[config.mk]
export PLATFORM = sky130hd
export DESIGN_NAME = data_cache
export DESIGN_NICKNAME = d
export VERILOG_FILES = /design/src/rtl/data_cache.sv
export SDC_FILE = /design/constraint.sdc
export NUM_CORES = 2
export LEC_CHECK = 0
export CAP_MARGIN = 20
export CELL_PAD_IN_SITES_DETAIL_PLACEMENT = 0
export CELL_PAD_IN_SITES_GLOBAL_PLACEMENT = 1
export CORE_MARGIN = 2
export CORE_UTILIZATION = 35
export CTS_CLUSTER_SIZE = 8
export DETAILED_ROUTE_END_ITERATION = 16
export PLACE_DENSITY = 0.65
export SLEW_MARGIN = 40
export SYNTH_ARGS = -nofsm -noshare
export SYNTH_HDL_FRONTEND = slang
export SYNTH_SLANG_ARGS = --single-unit
[constraint.sdc]
create_clock -name CLK -period 6.9 [get_ports CLK]
set_clock_uncertainty 0.1 [all_clocks]
set_input_delay 1.38 -clock CLK [delete_from_list [all_inputs] [get_ports CLK]]
set_output_delay 1.38 -clock CLK [all_outputs]
set_load 0.1 [all_outputs]
[src/rtl/data_cache.sv]
// ----------------------------------------------------------------------------
// data_cache
//
// Direct-mapped, write-back data cache for the MEM stage of the RV32IM
// pipeline. Eight lines of 16-byte blocks with a 25-bit tag. It performs
// RV32 load extraction with sign/zero extension and store merging, and it
// raises BUSYWAIT to freeze the pipeline while a miss is serviced.
//
// Ports:
//   CLK, RESET        clock; asynchronous active-high reset
//   READ, WRITE       load / store request (both high = store)
//   FUNCT3            RV32 load/store funct3
//   ADDRESS           byte address: tag[31:7], index[6:4], offset[3:0]
//   WRITEDATA         store data (low bits used for SB/SH)
//   READDATA          extended load result (0 when READ is low)
//   BUSYWAIT          pipeline stall request
//   MEM_READ          block fetch request to main memory
//   MEM_WRITE         block write-back request to main memory
//   MEM_ADDRESS       block address {tag,index}
//   MEM_WRITEDATA     victim block being written back
//   MEM_READDATA      block returned by main memory
//   MEM_BUSYWAIT      high while main memory is servicing a request
// ----------------------------------------------------------------------------
module data_cache (
    input  logic         CLK,
    input  logic         RESET,
    input  logic         READ,
    input  logic         WRITE,
    input  logic [2:0]   FUNCT3,
    input  logic [31:0]  ADDRESS,
    input  logic [31:0]  WRITEDATA,
    output logic [31:0]  READDATA,
    output logic         BUSYWAIT,
    output logic         MEM_READ,
    output logic         MEM_WRITE,
    output logic [27:0]  MEM_ADDRESS,
    output logic [127:0] MEM_WRITEDATA,
    input  logic [127:0] MEM_READDATA,
    input  logic         MEM_BUSYWAIT
);

    typedef enum logic [1:0] {
        IDLE,
        WRITEBACK,
        FETCH,
        UPDATE
    } state_t;

    state_t         state;

    logic [7:0]     valid;
    logic [7:0]     dirty;
    logic [24:0]    tags  [8];
    logic [127:0]   data  [8];

    logic [2:0]     index;
    logic [24:0]    tag_in;
    logic           hit;
    logic [127:0]   line_data;
    logic [31:0]    cur_word;
    logic [7:0]     byte_sel;
    logic [15:0]    half_sel;
    logic [31:0]    store_word;
    logic           store_en;
    logic           store_hit;
    logic           request;

    assign index     = ADDRESS[6:4];
    assign tag_in    = ADDRESS[31:7];
    assign line_data = data[index];
    assign hit       = valid[index] && (tags[index] == tag_in);
    assign request   = READ || WRITE;

    assign cur_word  = line_data[{ADDRESS[3:2], 5'b00000} +: 32];
    assign byte_sel  = cur_word[{ADDRESS[1:0], 3'b000} +: 8];
    assign half_sel  = cur_word[{ADDRESS[1], 4'b0000} +: 16];

    assign BUSYWAIT  = (request && !((state == IDLE) && hit)) || (state != IDLE);

    // Load extraction
    always_comb begin
        READDATA = '0;
        if (READ) begin
            case (FUNCT3)
                3'b000:  READDATA = {{24{byte_sel[7]}}, byte_sel};
                3'b001:  READDATA = {{16{half_sel[15]}}, half_sel};
                3'b010:  READDATA = cur_word;
                3'b100:  READDATA = {24'h000000, byte_sel};
                3'b101:  READDATA = {16'h0000, half_sel};
                default: READDATA = '0;
            endcase
        end
    end

    // Store merging into the currently addressed word
    always_comb begin
        store_word = cur_word;
        store_en   = 1'b1;
        case (FUNCT3)
            3'b000:  store_word[{ADDRESS[1:0], 3'b000} +: 8] = WRITEDATA[7:0];
            3'b001:  store_word[{ADDRESS[1], 4'b0000} +: 16] = WRITEDATA[15:0];
            3'b010:  store_word = WRITEDATA;
            default: store_en = 1'b0;
        endcase
    end

    assign store_hit = WRITE && hit && (state == IDLE) && store_en;

    // Tag and data arrays carry no reset. During reset the FSM is held in
    // IDLE with every valid bit clear, so neither write condition can fire.
    always_ff @(posedge CLK) begin
        if (state == UPDATE) begin
            data[index] <= MEM_READDATA;
            tags[index] <= tag_in;
        end else if (store_hit) begin
            data[index][{ADDRESS[3:2], 5'b00000} +: 32] <= store_word;
        end
    end

    // Miss-handling FSM with registered memory-side outputs
    always_ff @(posedge CLK or posedge RESET) begin
        if (RESET) begin
            state         <= IDLE;
            valid         <= '0;
            dirty         <= '0;
            MEM_READ      <= 1'b0;
            MEM_WRITE     <= 1'b0;
            MEM_ADDRESS   <= '0;
            MEM_WRITEDATA <= '0;
        end else begin
            case (state)
                IDLE: begin
                    if (store_hit) begin
                        dirty[index] <= 1'b1;
                    end else if (request && !hit) begin
                        if (valid[index] && dirty[index]) begin
                            state         <= WRITEBACK;
                            MEM_WRITE     <= 1'b1;
                            MEM_ADDRESS   <= {tags[index], index};
                            MEM_WRITEDATA <= line_data;
                        end else begin
                            state       <= FETCH;
                            MEM_READ    <= 1'b1;
                            MEM_ADDRESS <= ADDRESS[31:4];
                        end
                    end
                end
                WRITEBACK: begin
                    if (!MEM_BUSYWAIT) begin
                        state       <= FETCH;
                        MEM_WRITE   <= 1'b0;
                        MEM_READ    <= 1'b1;
                        MEM_ADDRESS <= ADDRESS[31:4];
                    end
                end
                FETCH: begin
                    // MEM_ADDRESS is kept through UPDATE so the returned
                    // block stays addressed while it is written in.
                    if (!MEM_BUSYWAIT) begin
                        state    <= UPDATE;
                        MEM_READ <= 1'b0;
                    end
                end
                UPDATE: begin
                    valid[index] <= 1'b1;
                    dirty[index] <= 1'b0;
                    state        <= IDLE;
                end
                default: state <= IDLE;
            endcase
        end
    end

endmodule

Yosys cells after proc, flatten, opt, wreduce, memory -nomap -nowiden
Memories as Yosys holds them, arrays and structs flattened.
Cells that the tools add are included.
- shift-type cells: 9
- eq/ne operators: 15
- add/sub/neg operators: 3
- reduce and logical (&&, ||, !) cells: 26
- bitwise logic cells: 133
- $lt $le $gt $ge: 2
- multiplexer cells: 168
- operators by type and width (kind ; number):
    case mux 32 bit (5 select lines) ; 1
    2-to-1 mux 1 bit ; 144
    2-to-1 mux 128 bit ; 1
    bitwise OR 1 bit ; 128
    variable shift 32 x 9 -> 128 bit (first input constant) ; 1
    variable part select 128 x 8 -> 32 bit ; 1
    variable part select 32 x 9 -> 128 bit ; 1
    2-to-1 mux 28 bit ; 4
    case mux 32 bit (3 select lines) ; 1
    bitwise mux 32 bit ; 2
    case mux 28 bit (2 select lines) ; 1
    2-to-1 mux 32 bit ; 1
    variable shift 16 x 7 -> 32 bit (first input constant) ; 1
    variable shift 8 x 7 -> 32 bit (first input constant) ; 1
    variable part select 16 x 7 -> 32 bit ; 1
    variable part select 32 x 6 -> 16 bit ; 1
    variable part select 32 x 6 -> 8 bit ; 1
    variable part select 8 x 7 -> 32 bit ; 1
    == test 25 bit ; 1
    bitwise OR 8 bit ; 2
    case mux 8 bit (2 select lines) ; 1
    negation 5 -> 7 bit ; 2
    AND reduction 4 bit ; 3
    2-to-1 mux 2 bit ; 5
    30 further kinds ; 50
- RAM bits: 1224
- memories kept: 2
- output and inout bits: 191
- bits of input ports: 200
- flip-flop bits (word level): 176
- word-level logic and storage cells: 365
- memory list (name ; words ; bits a word ; read ports ; clocked after Yosys merged registers in ; write ports ; RTL line ; text):
    data ; 8 ; 128 ; 1 ; 0 ; 1 ; 54 ; logic [127:0] data [8];
    tags ; 8 ; 25 ; 1 ; 0 ; 1 ; 53 ; logic [24:0] tags [8];

Logic depth before layout (Yosys ltp)
- depth after elaboration: 10
- depth in mapped cells: 15
- gate-level depth less buffers: 10

Worst setup path after synthesis
OpenSTA, ideal clock, no wires.
- path type: input port to output port
- start: input ADDRESS[6]
- end: output READDATA[1]
- data required time: 5.420 ns
- buffers on the path: 5
- data arrival time: 5.696 ns
- path slack: -0.276 ns
- stages on the path: 11
- cells stage by stage: buf_4 -> buf_6 -> buf_2 -> nor3b_1 -> clkbuf_1 -> clkbuf_1 -> nand2_1 -> o21ai_0 -> mux4_2 -> nor2_1 -> o32ai_1
- longest elaborated chain between the ends: 5
- elaborated cells on any way between the ends: 6
- classes of those cells: 3 x shift; 2 x mux; 1 x memory
- ends and longest elaborated chain (element ; RTL line ; text):
    start: declaration ; 30 ; input logic [31:0] ADDRESS,
    memory read (8 x 128 bit) (*) ; -- ;
    variable part select 128 x 8 -> 32 bit (*) ; 74 ; assign cur_word = line_data[{ADDRESS[3:2], 5'b00000} +: 32];
    variable part select 32 x 6 -> 16 bit / variable part select 32 x 6 -> 8 bit (equally long branches) ; 76, 75 ;
    case mux 32 bit (5 select lines) (*) ; 84 ; case (FUNCT3)
    2-to-1 mux 32 bit (*) ; 83 ; if (READ) begin
    end: declaration ; 32 ; output logic [31:0] READDATA,
Mark *: on every way between the ends. The rest lies on a longest branch, timed or not.

Worst setup path in the final report
- start: input ADDRESS[4]
- end: output READDATA[23]
The elaborated chain is that of the path after synthesis.

==> run_results.csv <==
group,metric,value,unit
run_status,status,"completed",
power_and_ir_drop,irDropWorstVdd,0.375,mV
worst_setup_path,endpoint,"READDATA[23]",
yosys,synth.area.top_cells,"edfxtp_1 (62%), dfrtp_1 (7.5%), mux4_2 (5.4%), mux2_2 (4.0%), mux2i_1 (3.8%)",
worst_setup_path,cp-start-kind,"input port",
sta,drv_slew,0,
yosys,synth_top_cells_by_count,"edfxtp_1 (1224), nand2_1 (318), mux2i_1 (224)",
sta,worst_pin_slew,899,ps
drt,wl_met1,81700,um
yosys,post_synth.cell_area_avg,16.0,um2
drt,drt_wl_total,219000,um
finish,fin_cells,6705,
worst_setup_path,r2r-end,"data[7][97]",
cts,cts_buffers,194,
die,io_pins,391,
worst_setup_path,worstPathMaxFanout,26,
global_route,antenna_found_initial,10,
yosys,yosysTopAreaCell,"edfxtp_1",
worst_setup_path,crit_arrival,5110,ps
worst_setup_path,crit_top_cell,"buf_4",
global_route,grt_pass1_wl,302000,um
worst_setup_path,reg2reg_from,"tags[0][19]",
sta,post-route-period-util,95.5,%
yosys,synth_fp_nets,3913,
die,start_util,35.3,%
die,dieArea,172000,um2
global_route,grt-ovfl-total,0,
finish,final-seq-area,41200,um2
finish,nNetsFinal,4545,
cts,cts_tree,"done",
yosys,ys_types,73,
finish,multi_input_area,16300,um2
cts,cts-root-buf,"clkbuf_16",
placed_design,dp.cells,6340,
global_route,first_global_vias,37700,
drt,routed.top_layer,"met5",
drt,via_per_inst,5.71,
drt,drt-wirelength-per-cell,32.6,um
worst_setup_path,slowest_delay,590,ps
yosys,syn-cell-area,59100,um2
worst_setup_path,startpoint,"ADDRESS[4]",
min_path,hold_path.class,"register to register",
sta,final-hold-violation-count,0,
power_and_ir_drop,p_leak,25.3,nW
worst_setup_path,cp_cell_sequence,"buf_8 > buf_4 > mux4_2 > mux4_2 > and2_0 > a31oi_1 > buf_4 > mux2_2 > a211o_1 > o21a_1 > buf_4 > a21oi_1 > buf_12",
placed_design,io_buffers,390,
finish,area_growth_syn_to_layout,23.0,%
worst_setup_path,crit_required,5420,ps
cts,max-clock-path-buffers,3,
drt,firstDrtPassIters,6,
yosys,synth_top_cell_area_share,62.2,%
drt,drt_iter0_drc,4938,
worst_setup_path,r2r_slack,2670,ps
yosys,ys_ff_latch,1400,
yosys,async_flop_share,12.6,%
sta,rsz0062_at_grt,"no",
die,core_area,167000,um2
cts,cts.sinks,1400,
drt,ant_nets,0,
worst_setup_path,cp-end-kind,"primary output",
sta,setup_violations,0,
yosys,ys_seq_area_share,69.7,%
yosys,synthFlopType,"edfxtp_1",
worst_setup_path,crit_cells,13,
flow_run,drv_cap,0,
finish,drive_above_1_share,25.8,%
yosys,synth_edf_count,1224,
worst_setup_path,r2r_cells,10,
global_route,grt_usage,25.0,%
yosys,yosysMostFrequentCell,"edfxtp_1",
drt,vias,38300,
cts,ctsResizeCount,0,
drt,drc_errors,0,
sta,setup_tns,0,ps
sta,layout_min_cycle_time,6590,ps
cts,path_clk_slew,50,ps
yosys,synth_cells,3700,
global_route,grt_start_max_net_pins,106,
cts,hold_buffers,0,
placed_design,hpwl,149000,um
worst_setup_path,cpMaxStageDelayCell,"mux4_2",
placed_design,gp_congestion,0.946,
die,die_w,415,um
die,die_h,415,um
yosys,ys_warn_count,0,
worst_setup_path,critPathKind,"input port to primary output",
cts,post-cts-setup-buffers,0,
finish,fill_cells,15100,
worst_setup_path,crit_buf_inv,5,
worst_setup_path,cp_top_family,"buffers and inverters",
power_and_ir_drop,power-per-cell-area,368,nW/um2
sta,max_freq,152,MHz
sta,max-slew-margin-rel,38.4,%
die,rows,150,
drt,wl_met2,105000,um
cts,htree_levels,4,
drt,wl_met3,17800,um
cts,clk_latency,840,ps
report_power, final:
part | leakage (nW) | internal, mW | total [mW] | switching, mW
combinational | 9.46 | 1.61 | 7.35 | 5.75
sequential | 13.1 | 9.94 | 10.3 | 0.376
clock | 2.75 | 5.34 | 9.07 | 3.73
worst register-to-register path: cells and delay by family, from the launching register on:
kind / cells / cell delay (ps)
DFF: 1 / 360
xor gates and xnor gates: 1 / 270
buffers and inverters: 2 / 600
and+or+nand+nor: 4 / 830
muxes: 3 / 1740
cell type report:
cell class | instances | area share (%)
Antenna cell | 7 | 0.0241
Clock buffer | 340 | 7.47
Clock inverter | 18 | 0.549
Inverter | 150 | 0.788
Multi-Input combinational cell | 1896 | 22.4
Sequential cell | 1400 | 56.6
Tap cell | 2204 | 3.79
Timing Repair Buffer | 690 | 8.38
cell usage in the layout, fill, tap and decap left out, types with 11 or more instances in the layout:
master | Yosys | routed
and3_1 | 15 | 14
a21oi_1 | 83 | 82
o21a_2 | 0 | 32
nor3_1 | 37 | 34
mux2_2 | 210 | 210
clkbuf_16 | 0 | 194
o21ai_0 | 87 | 84
a22oi_1 | 114 | 114
mux4_2 | 142 | 142
and2_1 | 16 | 14
nor2_1 | 64 | 63
inv_1 | 147 | 146
or3_1 | 13 | 13
buf_12 | 0 | 64
nand2_1 | 318 | 318
o21a_1 | 47 | 15
o221ai_1 | 18 | 17
clkdlybuf4s50_1 | 0 | 194
edfxtp_1 | 1224 | 1224
a221oi_1 | 85 | 85
nand2b_1 | 14 | 14
nand3_1 | 35 | 34
o2bb2ai_1 | 14 | 12
ha_1 | 13 | 11
a31oi_1 | 50 | 50
a22o_1 | 46 | 46
buf_2 | 71 | 160
mux2i_1 | 224 | 220
buf_4 | 37 | 269
a221o_1 | 56 | 56
clkbuf_1 | 113 | 143
a222oi_1 | 13 | 13
o22ai_1 | 24 | 24
dfrtp_1 | 176 | 176
or2_2 | 16 | 16
sequential cells by signal, indices dropped and copies added, names as in the netlist, named ones only:
register and cells:
MEM_WRITEDATA 128, MEM_ADDRESS 28, state 2, data 1024
tags 200, MEM_READ 1, valid 8, MEM_WRITE 1
cell families (layout without fill, tap and decap cells):
group	Yosys count	in the layout	share of synthesized area (%)
and+or+nand+nor	587	587	4.61
other	0	7	0
DFF	1400	1400	69.7
adders and majority gates	13	13	0.275
buffers and inverters	404	1198	3.18
xor gates and xnor gates	11	11	0.163
AOI/OAI and AO/OA	701	701	8.74
muxes	584	584	13.4
per-stage QoR:
stage / hold slack (ps) / area (um2) / power, mW / util [%] / setup WS [ps]
floorplan: 334 / 59100 / 15.7 / - / 282
global placement: 344 / 67600 / 18.3 / 40.4 / 307
detailed placement: 350 / 66800 / 17.8 / 39.9 / 376
CTS: 364 / 72700 / 26.9 / 43.4 / 346
global route: 378 / 72700 / 27.5 / 43.4 / 225
finish: 360 / 72700 / 26.7 / 43.4 / 311
how the worst min path moves through the flow:
stage	start	endpoint	slack (ps)	cells after the start
global placement	valid[2]	valid[2]	340	1
finish	valid[6]	valid[6]	360	1
CTS	valid[6]	valid[6]	360	1
detailed placement	valid[4]	valid[4]	350	1
global route	valid[6]	valid[6]	380	1
floorplan	valid[2]	valid[2]	330	1
per-layer routing:
layer / vias to the layer above / global-route usage, %
li1: 15900 / -
met1: 19800 / 31.2
met2: 2157 / 40.8
met3: 477 / 4.34
met4: 4 / 14.6
met5: - / 0
(Power assumes the default switching activity.)
